===== src/rtl/bus_pkg.sv =====
// Shared bus constants: ID field width, broadcast address, and field/counter helpers.
package bus_pkg;

    localparam int unsigned ID_W     = 8;
    localparam logic [7:0]  BCAST_ID = 8'hFF;
    localparam int unsigned CNT_W    = 16;

    // Destination ID occupies the top ID_W bits of a packet of width w.
    function automatic int unsigned id_lsb(input int unsigned w);
        return w - ID_W;
    endfunction

    function automatic logic [CNT_W-1:0] sat_inc(input logic [CNT_W-1:0] c);
        return (c == '1) ? c : c + {{(CNT_W-1){1'b0}}, 1'b1};
    endfunction

endpackage


===== src/rtl/sync_fifo.sv =====
// Synchronous first-word-fall-through FIFO; a read frees a slot for a write on the same edge.
module sync_fifo #(
    parameter int unsigned width = 16,
    parameter int unsigned depth = 8
) (
    input  logic             clk,
    input  logic             reset,
    input  logic             wr,
    input  logic [width-1:0] wr_data,
    input  logic             rd,
    output logic [width-1:0] rd_data,
    output logic             full,
    output logic             empty
);

    localparam int unsigned AW = $clog2(depth);

    logic [width-1:0] mem [depth];
    logic [AW:0]      wr_ptr;
    logic [AW:0]      rd_ptr;
    logic             do_wr;
    logic             do_rd;

    // Extra pointer MSB separates full (MSBs differ) from empty (pointers equal).
    assign empty   = (wr_ptr == rd_ptr);
    assign full    = (wr_ptr[AW] != rd_ptr[AW]) && (wr_ptr[AW-1:0] == rd_ptr[AW-1:0]);
    assign do_rd   = rd && !empty;
    assign do_wr   = wr && (!full || do_rd);
    assign rd_data = empty ? '0 : mem[rd_ptr[AW-1:0]];

    always_ff @(posedge clk) begin
        if (reset) begin
            wr_ptr <= '0;
            rd_ptr <= '0;
        end else begin
            if (do_wr) wr_ptr <= wr_ptr + {{AW{1'b0}}, 1'b1};
            if (do_rd) rd_ptr <= rd_ptr + {{AW{1'b0}}, 1'b1};
        end
    end

    always_ff @(posedge clk) begin
        if (do_wr && !reset) mem[wr_ptr[AW-1:0]] <= wr_data;
    end

endmodule


===== src/rtl/bus_dev_endpoint.sv =====
// Bus endpoint: TX FIFO toward the arbiter, address-filtered RX FIFO toward the user, status counters.
module bus_dev_endpoint
    import bus_pkg::*;
#(
    parameter int unsigned     pckg_sz = 16,
    parameter int unsigned     depth   = 8,
    parameter logic [ID_W-1:0] dev_id  = '0
) (
    input  logic               clk,
    input  logic               reset,
    input  logic               tx_wr,
    input  logic [pckg_sz-1:0] tx_data,
    output logic               tx_full,
    input  logic               rx_rd,
    output logic [pckg_sz-1:0] rx_data,
    output logic               rx_empty,
    output logic               pndng,
    input  logic               pop,
    output logic [pckg_sz-1:0] D_pop,
    input  logic               push,
    input  logic [pckg_sz-1:0] D_push,
    output logic               rx_ovf,
    output logic [CNT_W-1:0]   drop_cnt,
    output logic [CNT_W-1:0]   misroute_cnt,
    output logic [CNT_W-1:0]   tx_cnt
);

    localparam int unsigned ID_LSB = id_lsb(pckg_sz);

    logic [ID_W-1:0] dest_id;
    logic            id_match;
    logic            rx_push;
    logic            rx_full;
    logic            tx_empty;
    logic            rx_drop;

    assign dest_id  = D_push[ID_LSB +: ID_W];
    assign id_match = (dest_id == dev_id) || (dest_id == BCAST_ID);
    assign rx_push  = push && id_match;
    assign pndng    = !tx_empty;
    // A same-edge read makes room, so only an unaccompanied push into a full FIFO is lost.
    assign rx_drop  = rx_push && rx_full && !rx_rd;

    sync_fifo #(.width(pckg_sz), .depth(depth)) u_tx_fifo (
        .clk     (clk),
        .reset   (reset),
        .wr      (tx_wr),
        .wr_data (tx_data),
        .rd      (pop),
        .rd_data (D_pop),
        .full    (tx_full),
        .empty   (tx_empty)
    );

    sync_fifo #(.width(pckg_sz), .depth(depth)) u_rx_fifo (
        .clk     (clk),
        .reset   (reset),
        .wr      (rx_push),
        .wr_data (D_push),
        .rd      (rx_rd),
        .rd_data (rx_data),
        .full    (rx_full),
        .empty   (rx_empty)
    );

    always_ff @(posedge clk) begin
        if (reset) begin
            rx_ovf       <= 1'b0;
            drop_cnt     <= '0;
            misroute_cnt <= '0;
            tx_cnt       <= '0;
        end else begin
            if (push && !id_match) misroute_cnt <= sat_inc(misroute_cnt);
            if (rx_drop) begin
                rx_ovf   <= 1'b1;
                drop_cnt <= sat_inc(drop_cnt);
            end
            if (pop && !tx_empty) tx_cnt <= sat_inc(tx_cnt);
        end
    end

endmodule


===== config.mk =====
export PLATFORM = sky130hd
export DESIGN_NAME = bus_dev_endpoint
export DESIGN_NICKNAME = d
export VERILOG_FILES = /design/src/rtl/bus_pkg.sv /design/src/rtl/sync_fifo.sv /design/src/rtl/bus_dev_endpoint.sv
export SDC_FILE = /design/constraint.sdc
export NUM_CORES = 1
export LEC_CHECK = 0
export ABC_AREA = 1
export ABC_CLOCK_PERIOD_IN_PS = 3900
export CAP_MARGIN = 20
export CORE_ASPECT_RATIO = 1.4
export CORE_UTILIZATION = 58
export DETAILED_ROUTE_END_ITERATION = 7
export PLACE_DENSITY = 0.84
export SYNTH_ARGS = -nofsm -noshare
export SYNTH_HDL_FRONTEND = slang
export SYNTH_SLANG_ARGS = --single-unit

===== constraint.sdc =====
create_clock -name clk -period 3.9 [get_ports clk]
set_clock_uncertainty 0.1 [all_clocks]
set_input_delay 0.78 -clock clk [delete_from_list [all_inputs] [get_ports clk]]
set_output_delay 0.78 -clock clk [all_outputs]
set_load 0.01 [all_outputs]

Word level (Yosys, flattened, before mapping). Memory sizes are Yosys's and may differ from the RTL's. A register that Yosys moved wholly into a read port is not among the register bits. Cells that the tools add are included.

Memories: 2. RAM bits: 256. Bits in registers: 65. ROM bits: 0. Input port bits: 38. Logic and storage cells: 66. Bits in latches: 0. Output and inout bits: 84.

Memory list: u_rx_fifo.mem (depth 8, bits a word 16, read ports 1, clocked after Yosys merged registers in 1, write ports 1, line sync_fifo.sv:18) `logic [width-1:0] mem [depth];`; u_tx_fifo.mem (depth 8, bits a word 16, read ports 1, clocked after Yosys merged registers in 1, write ports 1, line sync_fifo.sv:18).

Equal/unequal tests: 10. Shift-type cells: 0. Reductions and logical operators: 26. Multiply operators: 0. Bitwise operators: 3. Add/sub/neg operators: 7. Mux-type cells: 10. Order comparisons: 0. Div/mod/pow operators: 0.

Operators with widths (number): $add A16 B1 Y16 const B (3); $eq A16 B16 Y1 const B (3); $mux W16 (2); $add A4 B1 Y4 const B (4); $logic_and A1 B1 Y1 (12); $mux W3 (4); $eq A4 B4 Y1 (2); $eq A8 B8 Y1 const B (1); $logic_not A8 Y1 (1); $logic_not A1 Y1 (7); $eq A3 B3 Y1 (2); $reduce_and A2 Y1 (3); $mux W1 (4); $logic_or A1 B1 Y1 (3); $not A1 Y1 (3); $ne A1 B1 Y1 (2).

Logic depth before layout (Yosys ltp).
Depth after elaboration: 8. Gate-level depth with buffers: 11. Depth with buffers taken out: 10.

Hierarchy. A second synthesis with hierarchy kept.

Cells, all modules: 1358. Area, all modules: 14343.8 um2.

Modules (own cells, without submodules): sync_fifo (sequential area each 4063.9 um2, cells an instance 451, times used 2, area an instance 5609.1 um2); bus_dev_endpoint (sequential area each 980.9 um2, cells an instance 456, times used 1, area an instance 3125.5 um2).

Worst setup path before layout. Ideal clock, no wire load.

Path type: input port to flip-flop. Start point: input port D_push[15]. End point: memory u_rx_fifo.mem[0][0], enable pin. Stages on the path: 7. Library setup time: 0.409 ns. Setup slack: 0.733 ns. Data required time: 3.391 ns. Path buffers: 0. Arrival time: 2.657 ns. Cells stage by stage: nor2_1 -> nand2_1 -> o21ai_0 -> nand2_1 -> nor2_2 -> nand3_1 -> nor3_1.

Longest elaborated chain between the ends: 7. Elaborated cells on any way between the ends: 8. Classes of those cells: eq/ne (1); mux (2); reduce/logical (5).

Ends and longest elaborated chain: start, declared (line bus_dev_endpoint.sv:21) `input logic [pckg_sz-1:0] D_push,`; $eq A8 B8 Y1 or $logic_not A8 Y1 (tied branches) (line bus_dev_endpoint.sv:38) `assign id_match = (dest_id == dev_id) || (dest_id == BCAST_ID);`; $logic_or A1 B1 Y1 (*) (line bus_dev_endpoint.sv:38); $logic_and A1 B1 Y1 (*) (line bus_dev_endpoint.sv:39) `assign rx_push = push && id_match;`; $logic_and A1 B1 Y1 (*) (line sync_fifo.sv:28) `assign do_wr = wr && (!full || do_rd);`; $logic_and A1 B1 Y1 (*) (line sync_fifo.sv:42) `if (do_wr && !reset) mem[wr_ptr[AW-1:0]] <= wr_data;`; $mux W1 (*) (line sync_fifo.sv:42); $mux W1 (implied by the code) (*) (line sync_fifo.sv:42); end, declared (line sync_fifo.sv:18).

Mark *: on every way between the ends. The rest lies on a longest branch, timed or not.

==> results.md <==
* Status: finished, final reports clean
* Worst r2r dst: drop_cnt[5]$_SDFFE_PP0P_
* Worst R2R Start: drop_cnt[1]$_SDFFE_PP0P_
* Endpoints failing hold at 0
* Total grt overflow at 0
* Antenna-violating nets left at 0
* Placeable Area at 23370 um^2
* Main synth FF type: edfxtp_1
* # IOs at 122
* Clock Sink Count at 327
* Synth area leaders: edfxtp_1, dfxtp_1, nor2_1
* GP Congestion at 0.8868
* Iter 0 DRT Violations at 882
* Final worst path period share at 95.94%
* # setup viols final at 0
* Sequential area share after synthesis at 65.41%
* CP Capture Type: output port
* Setup TNS at 0 ns
* Share of layout cells above drive strength 1 at 7.477%
* CTS buffer count at 30
* Port bufs at 121
* Yosys warns at 0
* Post-Syn Nets at 1398
* Worst reg2reg path depth at 7
* Tot GR Track Use at 26.19%
* CP startpoint kind: register
* Drt total wl at 32750 um
* Wire length per cell at 18.13 um
* Critical path class: reg2out
* Buf/Inv on CP at 3
* Max VDD drop at 0.0004253 V
* Starting Density at 59.59%
* WL met2 at 17620 um
* CTS tree: done
* Synthesized area at 13930 um^2
* Critical hold path startpoint: reset
* Post-Place Worst Slack at 0.4705 ns
* Post-synth cell types at 34
* Final instance area at 16580 um^2
* DRC at 0
* RSZ-0062 raised after global routing: false
* Tmin final at 3.742 ns
* Setup slack after layout at 0.1585 ns
* Initial antenna violation count at 1
* M1 WL at 12070 um
* Hold_ws at 0.3123 ns
* Routed wl met3 at 1917 um
* Worst path most repeated cell: o21ai_0
* # hold bufs at CTS at 0
* Max-slew headroom at 58.31%
* Lkg Pwr at 5.634 nW
* H-Tree Level Count at 1
* Asr flop ratio synth at 0%
* Post-synth EDFFs at 256
* Clk slew on worst S/H paths at 0.07 ns
* Largest area contributor in the netlist: edfxtp_1
* Die Ht at 185.3 um
* Longest Clk Path Bufs at 3
* Worst min path class: in2reg
* Hold Path End: rx_ovf$_SDFFE_PP0P_
* Cell with the most instances after synthesis: nor2_1
* Synth top area share at 55.20%
* CP required at 3.02 ns
* Layout area overhead at 19.04%
* Reg2Reg Setup Slack at 1.42 ns
* Max_cap viols at 0
* Cells after synthesis at 1353
* Max Freq at 267.3 MHz
* Arr. time, crit path at 2.86 ns
* Worst-path cell chain: inv_2 -> buf_4 -> o21ai_0 -> o22ai_1 -> o21ai_0 -> a31oi_1 -> clkdlybuf4s50_1
* Skew-Pair Late Insertion Delay at 0.55 ns
* Syn avg cell area at 10.29 um^2
* Number of global-route vias before repair at 10316
* Cell family with most CP delay: buffers and inverters
* Die Footprint at 24640 um^2
* Vias per cell at 5.837
* First-pass GRT wire length at 51000 um
* Die Wd at 133.0 um
* Flops & latches, synth at 327
* Crit path max fanout at 24
* Critical Path Max Stage Delay at 0.60 ns
* DPL Wire Length at 20310 um
* DRT Pass-1 Iters at 5
* Slew Viols, Final at 0
* Worst hold stages at 2
* CP max stage cell: clkdlybuf4s50_1
* P per Cell Area at 486.5 nW/um^2
* Vias post-DR at 10541
* Root Buffer: clkbuf_16
* Row count at 66
* Largest net degree at the start of global routing at 50
* Post-Place Cell Area at 15510 um^2
* Layout Nets at 1519
* Worst-Margin Slew at 0.6247 ns
* Commonest cells in the netlist: nor2_1, edfxtp_1, nand2_1, o21ai_0, dfxtp_1
* Max layer used: met4
==> where the power goes <==
part / internal, mW / switching, mW
registers: 3.79 / 0.0532
logic: 0.434 / 0.676
clock network: 1.86 / 1.24
==> layout by cell type, fill, tap and decap left out, types with 4 or more instances in the layout <==
cell type / netlist / routed
xnor2_1: 15 / 15
nor2_1: 276 / 276
o21ai_0: 156 / 156
xor2_1: 28 / 28
o22ai_1: 32 / 32
dfxtp_1: 71 / 69
bufinv_16: 0 / 5
nand4_1: 12 / 12
inv_1: 50 / 50
nor3_2: 0 / 6
inv_2: 5 / 5
clkdlybuf4s50_1: 0 / 120
buf_4: 5 / 35
ha_1: 7 / 7
nor3_1: 17 / 11
clkbuf_16: 0 / 31
nand2_2: 5 / 5
a31oi_1: 32 / 32
edfxtp_1: 256 / 256
nor2_2: 5 / 5
a21oi_1: 59 / 59
clkbuf_8: 2 / 4
clkbuf_1: 40 / 7
o21ai_1: 13 / 13
nand3_1: 55 / 54
nand2_1: 184 / 184
==> routing by layer <==
metal  vias up  global-route usage (%)
met5         -                       0
met4         0                   12.14
met3        82                   3.175
met2       434                   49.03
met1      5068                   29.60
li1       4957                       -
==> through the flow <==
| step | total power [mW] | std cells | utilization (%) |
|---|---|---|---|
| global route | 8.327 | 1805 | 70.92 |
| CTS | 8.090 | 1804 | 70.88 |
| floorplan | 4.521 | 1353 | - |
| detailed placement | 5.005 | 1748 | 66.36 |
| finish | 8.064 | 1806 | 70.93 |
| global placement | 4.962 | 1748 | 66.36 |
==> worst max path at each step <==
stage	depth (start not counted)	endpoint	start
finish	7	D_pop[0]	register
detailed placement	10	u_rx_fifo.mem[0][10]$_DFFE_PP_	D_push[11]
global placement	10	u_rx_fifo.mem[0][11]$_DFFE_PP_	D_push[11]
global route	7	D_pop[10]	register
floorplan	7	u_rx_fifo.mem[0][0]$_DFFE_PP_	D_push[15]
CTS	7	rx_data[14]	u_rx_fifo.wr_ptr[2]$_SDFFE_PP0P_
==> logic make-up (layout without fill, tap and decap cells) <==
logic type / count (synthesis) / in the layout / share of synthesized area (%)
simple gates: 560 / 560 / 16.36
other cells: 0 / 2 / 0
compound gates: 292 / 292 / 11.07
xor+xnor: 43 / 43 / 2.704
fa+ha+maj: 7 / 7 / 0.6289
buf+inv: 124 / 269 / 3.827
flops: 327 / 327 / 65.41
==> cell type report <==
type                            instances  area [um^2]
Fill cell                            1603         6793
Multi-Input combinational cell        902         4319
Clock inverter                         14        200.2
Timing Repair Buffer                  157         1489
Antenna cell                            2        5.005
Clock buffer                           42        857.1
Tap cell                              306        382.9
Sequential cell                       327         9114
Inverter                               56        210.2
==> registers in the layout (all words and copies together), names as in the netlist, named ones only <==
signal and count:
drop_cnt 16, misroute_cnt 16, rx_ovf 1, tx_cnt 16, u_rx_fifo.mem 128, u_rx_fifo.rd_ptr 4, u_rx_fifo.wr_ptr 4, u_tx_fifo.mem 128
u_tx_fifo.rd_ptr 4, u_tx_fifo.wr_ptr 4
==> what timing repair did <==
item                       in CTS  in global routing
gates resized for setup         0                  2
setup endpoints to repair       0                  6
buffers inserted                0                  0
Note: power is estimated with default switching activity, not from simulation.
